==> config.mk <==
export PLATFORM = sky130hd
export DESIGN_NAME = mem_write_buffer
export DESIGN_NICKNAME = d
export VERILOG_FILES = /design/src/rtl/isp_mem_pkg.sv /design/src/rtl/sync_fifo.sv /design/src/rtl/mem_write_buffer.sv
export SDC_FILE = /design/constraint.sdc
export NUM_CORES = 1
export LEC_CHECK = 0
export ABC_AREA = 1
export BUFFER_PORTS_ARGS = -buffer_cell sky130_fd_sc_hd__buf_4
export CAP_MARGIN = 20
export CORE_MARGIN = 1
export CORE_UTILIZATION = 24
export CTS_CLUSTER_DIAMETER = 150
export DETAILED_ROUTE_END_ITERATION = 7
export HOLD_SLACK_MARGIN = 0.15
export PLACE_DENSITY = 0.37
export SKIP_LAST_GASP = 1
export SLEW_MARGIN = 20
export SYNTH_ARGS = -nofsm -noshare
export SYNTH_HDL_FRONTEND = slang
export SYNTH_SLANG_ARGS = --single-unit
export TNS_END_PERCENT = 50
==> constraint.sdc <==
create_clock -name clk -period 4.2 [get_ports clk]
set_input_delay 0.84 -clock clk [delete_from_list [all_inputs] [get_ports clk]]
set_output_delay 0.84 -clock clk [all_outputs]
set_load 0.01 [all_outputs]
==> src/rtl/isp_mem_pkg.sv <==
// Shared types and default widths for the ISP memory read/write buffers.
package isp_mem_pkg;
  typedef enum logic {IDLE, RUN} state_t;

  localparam int DEF_DATAWIDTH      = 32;
  localparam int DEF_BYTEENABLEWIDTH = DEF_DATAWIDTH / 8;
  localparam int DEF_ADDRESSWIDTH   = 30;
  localparam int DEF_FIFODEPTH      = 32;
  localparam int DEF_FIFODEPTH_LOG2 = 5;
endpackage

==> src/rtl/sync_fifo.sv <==
// Show-ahead synchronous FIFO; the head word is read straight from registered storage.
module sync_fifo #(
  parameter int WIDTH      = 32,
  parameter int DEPTH      = 32,
  parameter int DEPTH_LOG2 = 5
) (
  input  logic                  clk,
  input  logic                  reset,
  input  logic                  push,
  input  logic [WIDTH-1:0]      d,
  input  logic                  pop,
  output logic [WIDTH-1:0]      q,
  output logic [DEPTH_LOG2:0]   count,
  output logic                  full,
  output logic                  empty
);
  logic [WIDTH-1:0]      r_mem [DEPTH];
  logic [DEPTH_LOG2-1:0] r_wr_ptr;
  logic [DEPTH_LOG2-1:0] r_rd_ptr;
  logic [DEPTH_LOG2:0]   r_count;
  logic                  w_push;
  logic                  w_pop;

  // full/empty come from the start-of-cycle count, so a push while full is lost
  // even when a pop happens on the same edge
  assign full  = (r_count == (DEPTH_LOG2+1)'(DEPTH));
  assign empty = (r_count == '0);
  assign w_push = push & ~full;
  assign w_pop  = pop & ~empty;
  assign q      = r_mem[r_rd_ptr];
  assign count  = r_count;

  always_ff @(posedge clk) begin
    if (w_push) r_mem[r_wr_ptr] <= d;
  end

  always_ff @(posedge clk) begin
    if (reset) begin
      r_wr_ptr <= '0;
      r_rd_ptr <= '0;
      r_count  <= '0;
    end else begin
      if (w_push) r_wr_ptr <= r_wr_ptr + 1'b1;
      if (w_pop)  r_rd_ptr <= r_rd_ptr + 1'b1;
      case ({w_push, w_pop})
        2'b10:   r_count <= r_count + 1'b1;
        2'b01:   r_count <= r_count - 1'b1;
        default: r_count <= r_count;
      endcase
    end
  end
endmodule

==> src/rtl/mem_write_buffer.sv <==
// Avalon-MM write master draining a buffering FIFO into a contiguous memory region.
module mem_write_buffer
  import isp_mem_pkg::*;
#(
  parameter int DATAWIDTH       = DEF_DATAWIDTH,
  parameter int BYTEENABLEWIDTH = DEF_BYTEENABLEWIDTH,
  parameter int ADDRESSWIDTH    = DEF_ADDRESSWIDTH,
  parameter int FIFODEPTH       = DEF_FIFODEPTH,
  parameter int FIFODEPTH_LOG2  = DEF_FIFODEPTH_LOG2
) (
  input  logic                       clk,
  input  logic                       reset,
  input  logic [ADDRESSWIDTH-1:0]    control_write_base,
  input  logic [ADDRESSWIDTH-1:0]    control_write_length,
  input  logic                       control_go,
  output logic                       control_done,
  input  logic                       user_write_buffer,
  input  logic [DATAWIDTH-1:0]       user_buffer_data,
  output logic                       user_buffer_full,
  output logic [FIFODEPTH_LOG2:0]    user_buffer_count,
  output logic [ADDRESSWIDTH-1:0]    master_address,
  output logic                       master_write,
  output logic [BYTEENABLEWIDTH-1:0] master_byteenable,
  output logic [DATAWIDTH-1:0]       master_writedata,
  input  logic                       master_waitrequest
);
  localparam logic [ADDRESSWIDTH-1:0] STEP = ADDRESSWIDTH'(BYTEENABLEWIDTH);

  state_t                  r_state;
  logic [ADDRESSWIDTH-1:0] r_address;
  logic [ADDRESSWIDTH-1:0] r_length;
  logic [ADDRESSWIDTH-1:0] w_eff_len;
  logic                    w_empty;
  logic                    w_accept;

  // partial trailing words are not written
  assign w_eff_len = control_write_length & ~(STEP - 1'b1);
  assign w_accept  = master_write & ~master_waitrequest;

  assign control_done      = (r_state == IDLE);
  assign master_write      = (r_state == RUN) & ~w_empty;
  assign master_address    = r_address;
  assign master_byteenable = '1;

  always_ff @(posedge clk) begin
    if (reset) begin
      r_state   <= IDLE;
      r_address <= '0;
      r_length  <= '0;
    end else begin
      case (r_state)
        IDLE: if (control_go && w_eff_len != '0) begin
          r_state   <= RUN;
          r_address <= control_write_base;
          r_length  <= w_eff_len;
        end
        RUN: if (w_accept) begin
          r_address <= r_address + STEP;
          r_length  <= r_length - STEP;
          if (r_length == STEP) r_state <= IDLE;
        end
        default: r_state <= IDLE;
      endcase
    end
  end

  sync_fifo #(
    .WIDTH      (DATAWIDTH),
    .DEPTH      (FIFODEPTH),
    .DEPTH_LOG2 (FIFODEPTH_LOG2)
  ) u_fifo (
    .clk   (clk),
    .reset (reset),
    .push  (user_write_buffer),
    .d     (user_buffer_data),
    .pop   (w_accept),
    .q     (master_writedata),
    .count (user_buffer_count),
    .full  (user_buffer_full),
    .empty (w_empty)
  );
endmodule

==> reports/qor.csv, run 1 <==
metric,value,unit
clock-root-buffer,sky130_fd_sc_hd__clkbuf_16,
finalNetCount,4046,
max_cap_viol_count,0,
synth_warnings,0,
routed_wl,153000,um
postRouteAntennaNets,0,
firstDrtPassIters,5,
worst_setup_path_start_kind,register,
required_arrival_time_at_the_worst_endpoint,3360,ps
ys_flop_type,sky130_fd_sc_hd__edfxtp_1,
clk_pin_slew,50,ps
die_h,440,um
design.die.area,193000,um^2
total_of_flip_flops_plus_latches_after_synthesis,1104,
critical_path_class,register to primary output,
synth-edff-count,1024,
unrepaired_setup_endpoints_after_global_routing,false,
post-route-min-period,3950,ps
numClockSinks,1104,
wire_length_of_the_first_global_routing_pass,220000,um
clockBufferDepth,3,
final_util,28.8,%
areaGrowthSynthToFinish,19.3,%
ir_drop_worst_case_vdd,0.426,mV
power.static_leakage,18.0,nW
hpwl_after_detailed_placement,84300,um
die_width,440,um
synth-async-reset-ratio,0,%
max_slew.worst_pin.slew,912,ps
pin_count_of_the_biggest_net_entering_global_routing,147,
tritoncts,yes,
netlist-cell-type-count,38,
final-hold-violation-count,0,
min_period_over_period,94.1,%
top_level_ports,172,
row_count,160,
initial_utilization,24.2,%
crit-reg2reg-launch,u_fifo.count[0]$_SDFFE_PP0P_,
syn-cell-area,46000,um^2
count_of_buffers_from_port_buffering,165,
slew_headroom,39.1,%
coreArea,190000,um^2
globalRoute.totalOverflow,0,
synth-seq-area-share,70.4,%
cts-buffers-inserted,134,
detailedRoute.firstIterationViolations,2078,
layout.cells.most_common,sky130_fd_sc_hd__edfxtp_1,
dr_total_vias,30400,
setup_violations,0,
timing.hold.worst.start,control_write_base[0],
drc,0,
final_layout_size_suffix_gt1_share,13.4,%
fin_tns_setup,0,ps
design_power_total,25.2,mW
hold_ws,330,ps
final_critical_path_setup_slack,248,ps
crit_path_max_fanout,73,
run_status,"complete, no violations",
postSynthCellCount,3770,
min_path_type,primary input to register,
first_global_vias,30200,
power.density,460,nW/um^2
detail_route.vias_per_cell,4.64,
maxSlewViolCount,0,
dp_worst_setup_slack,742,ps
detail_route.wl_per_cell,23.4,um
clk-insertion-delay-late,770,ps
fmax,253,MHz
grt_usage,15.6,%
setup.worst_path.end_class,primary output,
clock_skew,27.1,ps
layout_common_cells,"1,024 x sky130_fd_sc_hd__edfxtp_1, 685 x sky130_fd_sc_hd__nor2_1, 402 x sky130_fd_sc_hd__nand2_1, 326 x sky130_fd_sc_hd__o21ai_0, 257 x sky130_fd_sc_hd__o21bai_1",
postSynthAreaPerCell,12.2,um^2
grt_antenna_before_repair,6,
timing.critical_path.arrival,3110,ps
cts.htree.levels,4,
final_wtd_congestion,0.764,
==> sequential cells by signal, indices dropped and copies added, names as in the netlist, named ones only <==
name,cells
r_state,1
r_length,28
u_fifo.count,6
u_fifo.r_wr_ptr,5
u_fifo.r_mem,1024
u_fifo.r_rd_ptr,5
master_address,30
==> Yosys cell counts (2+ instances only) <==
master | number | area [um^2]
sky130_fd_sc_hd__o21bai_1 | 257 | 1930
sky130_fd_sc_hd__edfxtp_1 | 1024 | 30700
sky130_fd_sc_hd__clkbuf_4 | 2 | 15.0
sky130_fd_sc_hd__nand3_1 | 222 | 1110
sky130_fd_sc_hd__inv_2 | 4 | 15.0
sky130_fd_sc_hd__nand2_1 | 404 | 1520
sky130_fd_sc_hd__nand4_1 | 9 | 56.3
sky130_fd_sc_hd__clkbuf_1 | 142 | 533
sky130_fd_sc_hd__nand3b_1 | 8 | 60.1
sky130_fd_sc_hd__buf_6 | 11 | 124
sky130_fd_sc_hd__buf_2 | 61 | 305
sky130_fd_sc_hd__nor3_1 | 8 | 40.0
sky130_fd_sc_hd__o21ai_0 | 326 | 1630
sky130_fd_sc_hd__nor2_1 | 714 | 2680
sky130_fd_sc_hd__a21oi_1 | 60 | 300
sky130_fd_sc_hd__o221ai_1 | 256 | 2240
sky130_fd_sc_hd__buf_8 | 2 | 30.0
sky130_fd_sc_hd__or2_2 | 18 | 113
sky130_fd_sc_hd__buf_1 | 11 | 41.3
sky130_fd_sc_hd__nand2_2 | 3 | 18.8
sky130_fd_sc_hd__buf_4 | 28 | 210
sky130_fd_sc_hd__dfxtp_1 | 80 | 1600
sky130_fd_sc_hd__xor2_1 | 9 | 78.8
sky130_fd_sc_hd__inv_1 | 84 | 315
sky130_fd_sc_hd__o21ai_1 | 3 | 15.0
sky130_fd_sc_hd__xnor2_1 | 2 | 17.5
sky130_fd_sc_hd__ha_1 | 11 | 138
==> worst paths after layout <==
check                                                       to  depth (start not counted)  slack [ps]
worst max register to register   u_fifo.r_mem[5][20]$_DFFE_PP_                          9        1050
worst min-delay path            master_address[0]$_SDFFE_PP0P_                          3         330
worst min register to register  master_address[0]$_SDFFE_PP0P_                          2         470
worst max-delay path                       master_writedata[6]                          9         250
==> logic make-up after synthesis <==
family	share of synthesized area (%)
buf+inv	3.48
mux	0.0218
fa+ha+maj	0.299
compound gates	13.3
flops	70.4
xor+xnor	0.210
simple gates	12.3
other cells	0.00816
==> final cells by class <==
type,count,area (um^2)
antenna,1,2.50
tap,2511,3140
clock buffer,180,3710
timing repair buffer,285,2540
sequential,1104,32400
clock inverter,61,425
inverter,90,372
multi-input combinational,2322,12300
timing repair inverter,1,11.3
fill,19600,135000
==> metal layers <==
metal | part of all wire [%] | vias up | GRT usage [%] | wire [um]
met3 | 3.4 | 158 | 2.29 | 5140
met4 | 1.9 | 2 | 4.02 | 2880
li1 | - | 14200 | - | -
met2 | 48 | 526 | 25.6 | 73400
met1 | 47 | 15500 | 21.4 | 71700
met5 | 0.0078 | - | 0 | 12
==> critical path: stages (launching register included) <==
cell	delay, ps
sky130_fd_sc_hd__dfxtp_4	560
sky130_fd_sc_hd__clkinv_16	310
sky130_fd_sc_hd__buf_4	330
sky130_fd_sc_hd__o21bai_1	150
sky130_fd_sc_hd__o221ai_1	110
sky130_fd_sc_hd__nand3_1	150
sky130_fd_sc_hd__nand2_1	130
sky130_fd_sc_hd__nand2_1	90
sky130_fd_sc_hd__nand2_1	210
sky130_fd_sc_hd__buf_4	220
==> what timing repair did <==
action,CTS,global route
endpoints found under the setup margin,9,12
setup buffers,1,3
resized for setup,2,3
cloned,0,1
hold buffers,0,0
==> where the power goes <==
group | switching (mW) | internal, mW | leakage (nW)
clock | 4.68 | 6.39 | 2.03
sequential | 0.126 | 12.1 | 9.89
combinational | 1.27 | 0.589 | 6.13
==> per-stage QoR <==
| step | std cells | instance area (um^2) |
|---|---|---|
| 5_1_grt | 6555 | 54800 |
| 2_1_floorplan | 3773 | 46000 |
| 4_1_cts | 6550 | 54800 |
| 3_3_place_gp | 6308 | 50600 |
| 6_report | 6555 | 54800 |
| 3_5_place_dp | 6308 | 50600 |
Power figures use the tool's default switching activity.
==> run 2: changes to the inputs <==
PLACE_DENSITY = not set   (was 0.37)
PLACE_DENSITY_LB_ADDON = 0.08   (was not set)
==> run 2 against run 1 <==
Maximum frequency is 1.6% lower. Die area stayed put. Combinational power is 3% higher. Cell area is 0.28% higher. Global-route usage is 1.2 points higher. First-iteration DRC count is 10% higher. Wire length is 7.3% higher. Highest routed layer unchanged. Sequential power hardly changed. Largest cell class unchanged. Critical path depth stayed put. Setup slack worse by 66 ps. Clock skew is 6.2 ps lower.
==> reports/qor.csv, run 2 (synthesis gave the netlist of run 1 again) <==
metric,value,unit
run_status,"complete, no violations",
slew_headroom,32.5,%
worst_setup_path_start_kind,register,
power.static_leakage,18.1,nW
clock_skew,20.9,ps
postRouteAntennaNets,0,
hold_ws,343,ps
clock-root-buffer,sky130_fd_sc_hd__clkbuf_16,
first_global_vias,30400,
top_level_ports,172,
layout_common_cells,"1,024 x sky130_fd_sc_hd__edfxtp_1, 685 x sky130_fd_sc_hd__nor2_1, 403 x sky130_fd_sc_hd__nand2_1, 326 x sky130_fd_sc_hd__o21ai_0, 269 x sky130_fd_sc_hd__buf_4",
max_cap_viol_count,0,
setup_violations,0,
diodes,0,
fmax,249,MHz
dr_total_vias,30700,
final-hold-violation-count,0,
cts.htree.levels,4,
drc,0,
min_period_over_period,95.7,%
final_wtd_congestion,0.780,
wire_length_of_the_first_global_routing_pass,232000,um
detail_route.vias_per_cell,4.67,
areaGrowthSynthToFinish,19.6,%
count_of_buffers_from_port_buffering,165,
finalNetCount,4065,
numClockSinks,1104,
detailedRoute.firstIterationViolations,2296,
registers.top_by_ff_count,u_fifo.r_mem,
firstDrtPassIters,5,
dp_worst_setup_slack,710,ps
globalRoute.totalOverflow,0,
final_layout_size_suffix_gt1_share,13.5,%
min_path_type,primary input to register,
unrepaired_setup_endpoints_after_global_routing,true,
grt_antenna_before_repair,7,
layout.cells.most_common,sky130_fd_sc_hd__edfxtp_1,
clockBufferDepth,3,
setup.worst_path.end_class,primary output,
clk-insertion-delay-late,770,ps
die_width,440,um
crit_path_max_fanout,104,
timing.critical_path.arrival,3180,ps
final_util,28.9,%
ir_drop_worst_case_vdd,0.372,mV
tritoncts,yes,
pin_count_of_the_biggest_net_entering_global_routing,133,
routed_wl,164000,um
post-route-min-period,4020,ps
max_slew.worst_pin.slew,1010,ps
clk_pin_slew,50,ps
design.die.area,193000,um^2
grt_usage,16.8,%
maxSlewViolCount,0,
detail_route.wl_per_cell,25.0,um
initial_utilization,24.2,%
largest_register_ffs,1024,
die_h,440,um
hpwl_after_detailed_placement,91000,um
count_of_hold_buffers_inserted_by_post_cts_repair,0,
coreArea,190000,um^2
required_arrival_time_at_the_worst_endpoint,3360,ps
power.density,459,nW/um^2
critical_path_class,register to primary output,
row_count,160,
cts-buffers-inserted,136,
final_critical_path_setup_slack,183,ps
[run 2: what timing repair did]
action | 4_1_cts | 5_1_grt
buffers inserted | 1 | 5
gates resized for setup | 2 | 3
gates cloned | 1 | 1
setup endpoints to repair | 16 | 18
[run 2: final timing paths]
kind / startpoint / to / slack [ps] / cells past startpoint
max: register / master_writedata[23] / 180 / 9
min: control_write_base[0] / master_address[0]$_SDFFE_PP0P_ / 340 / 3
max reg2reg: u_fifo.count[0]$_SDFFE_PP0P_ / u_fifo.r_mem[29][26]$_DFFE_PP_ / 1150 / 9
min reg2reg: master_address[0]$_SDFFE_PP0P_ / master_address[0]$_SDFFE_PP0P_ / 470 / 2
[run 2: through the flow]
| stage | area [um^2] | setup TNS, ps | cells | total power, mW |
|---|---|---|---|---|
| floorplan | 46000 | 0 | 3773 | 13.5 |
| detailed placement | 50700 | 0 | 6322 | 14.4 |
| global route | 55000 | -65.5 | 6573 | 26.3 |
| global placement | 50700 | 0 | 6322 | 14.4 |
| finish | 55000 | 0 | 6573 | 25.3 |
| CTS | 54900 | -245 | 6567 | 25.7 |
[run 2: worst max-delay path: stages (launching register included)]
cell and delay [ps]:
sky130_fd_sc_hd__dfxtp_4 550, sky130_fd_sc_hd__buf_16 380, sky130_fd_sc_hd__buf_4 390, sky130_fd_sc_hd__o21ai_0 140, sky130_fd_sc_hd__o221ai_1 200, sky130_fd_sc_hd__nand3_1 140, sky130_fd_sc_hd__nand2_1 90, sky130_fd_sc_hd__nand2_1 80
sky130_fd_sc_hd__nand2_1 150, sky130_fd_sc_hd__buf_4 150
[run 2: power by group]
group	switching, mW	internal, mW
Combinational	1.30	0.604
Clock	4.79	6.30
Sequential	0.125	12.1
Total	6.22	19.1
[run 2: layout make-up]
type / instances / area [um^2]
clock buffers: 178 / 3660
clock inverters: 65 / 468
fillers: 19500 / 135000
inverters: 90 / 374
multi-input cells: 2322 / 12300
flip-flops and latches: 1104 / 32400
well taps: 2511 / 3140
repair buffers: 302 / 2710
repair inverters: 1 / 11.3
[run 2: metal layers]
layer  share of wire, %  track usage [%]  up-vias
li1                   -                -    14300
met1                 47             23.1    15700
met2                 48             27.7      466
met3                3.0             2.32      185
met4                1.9             3.95        6
met5              0.021                0        -
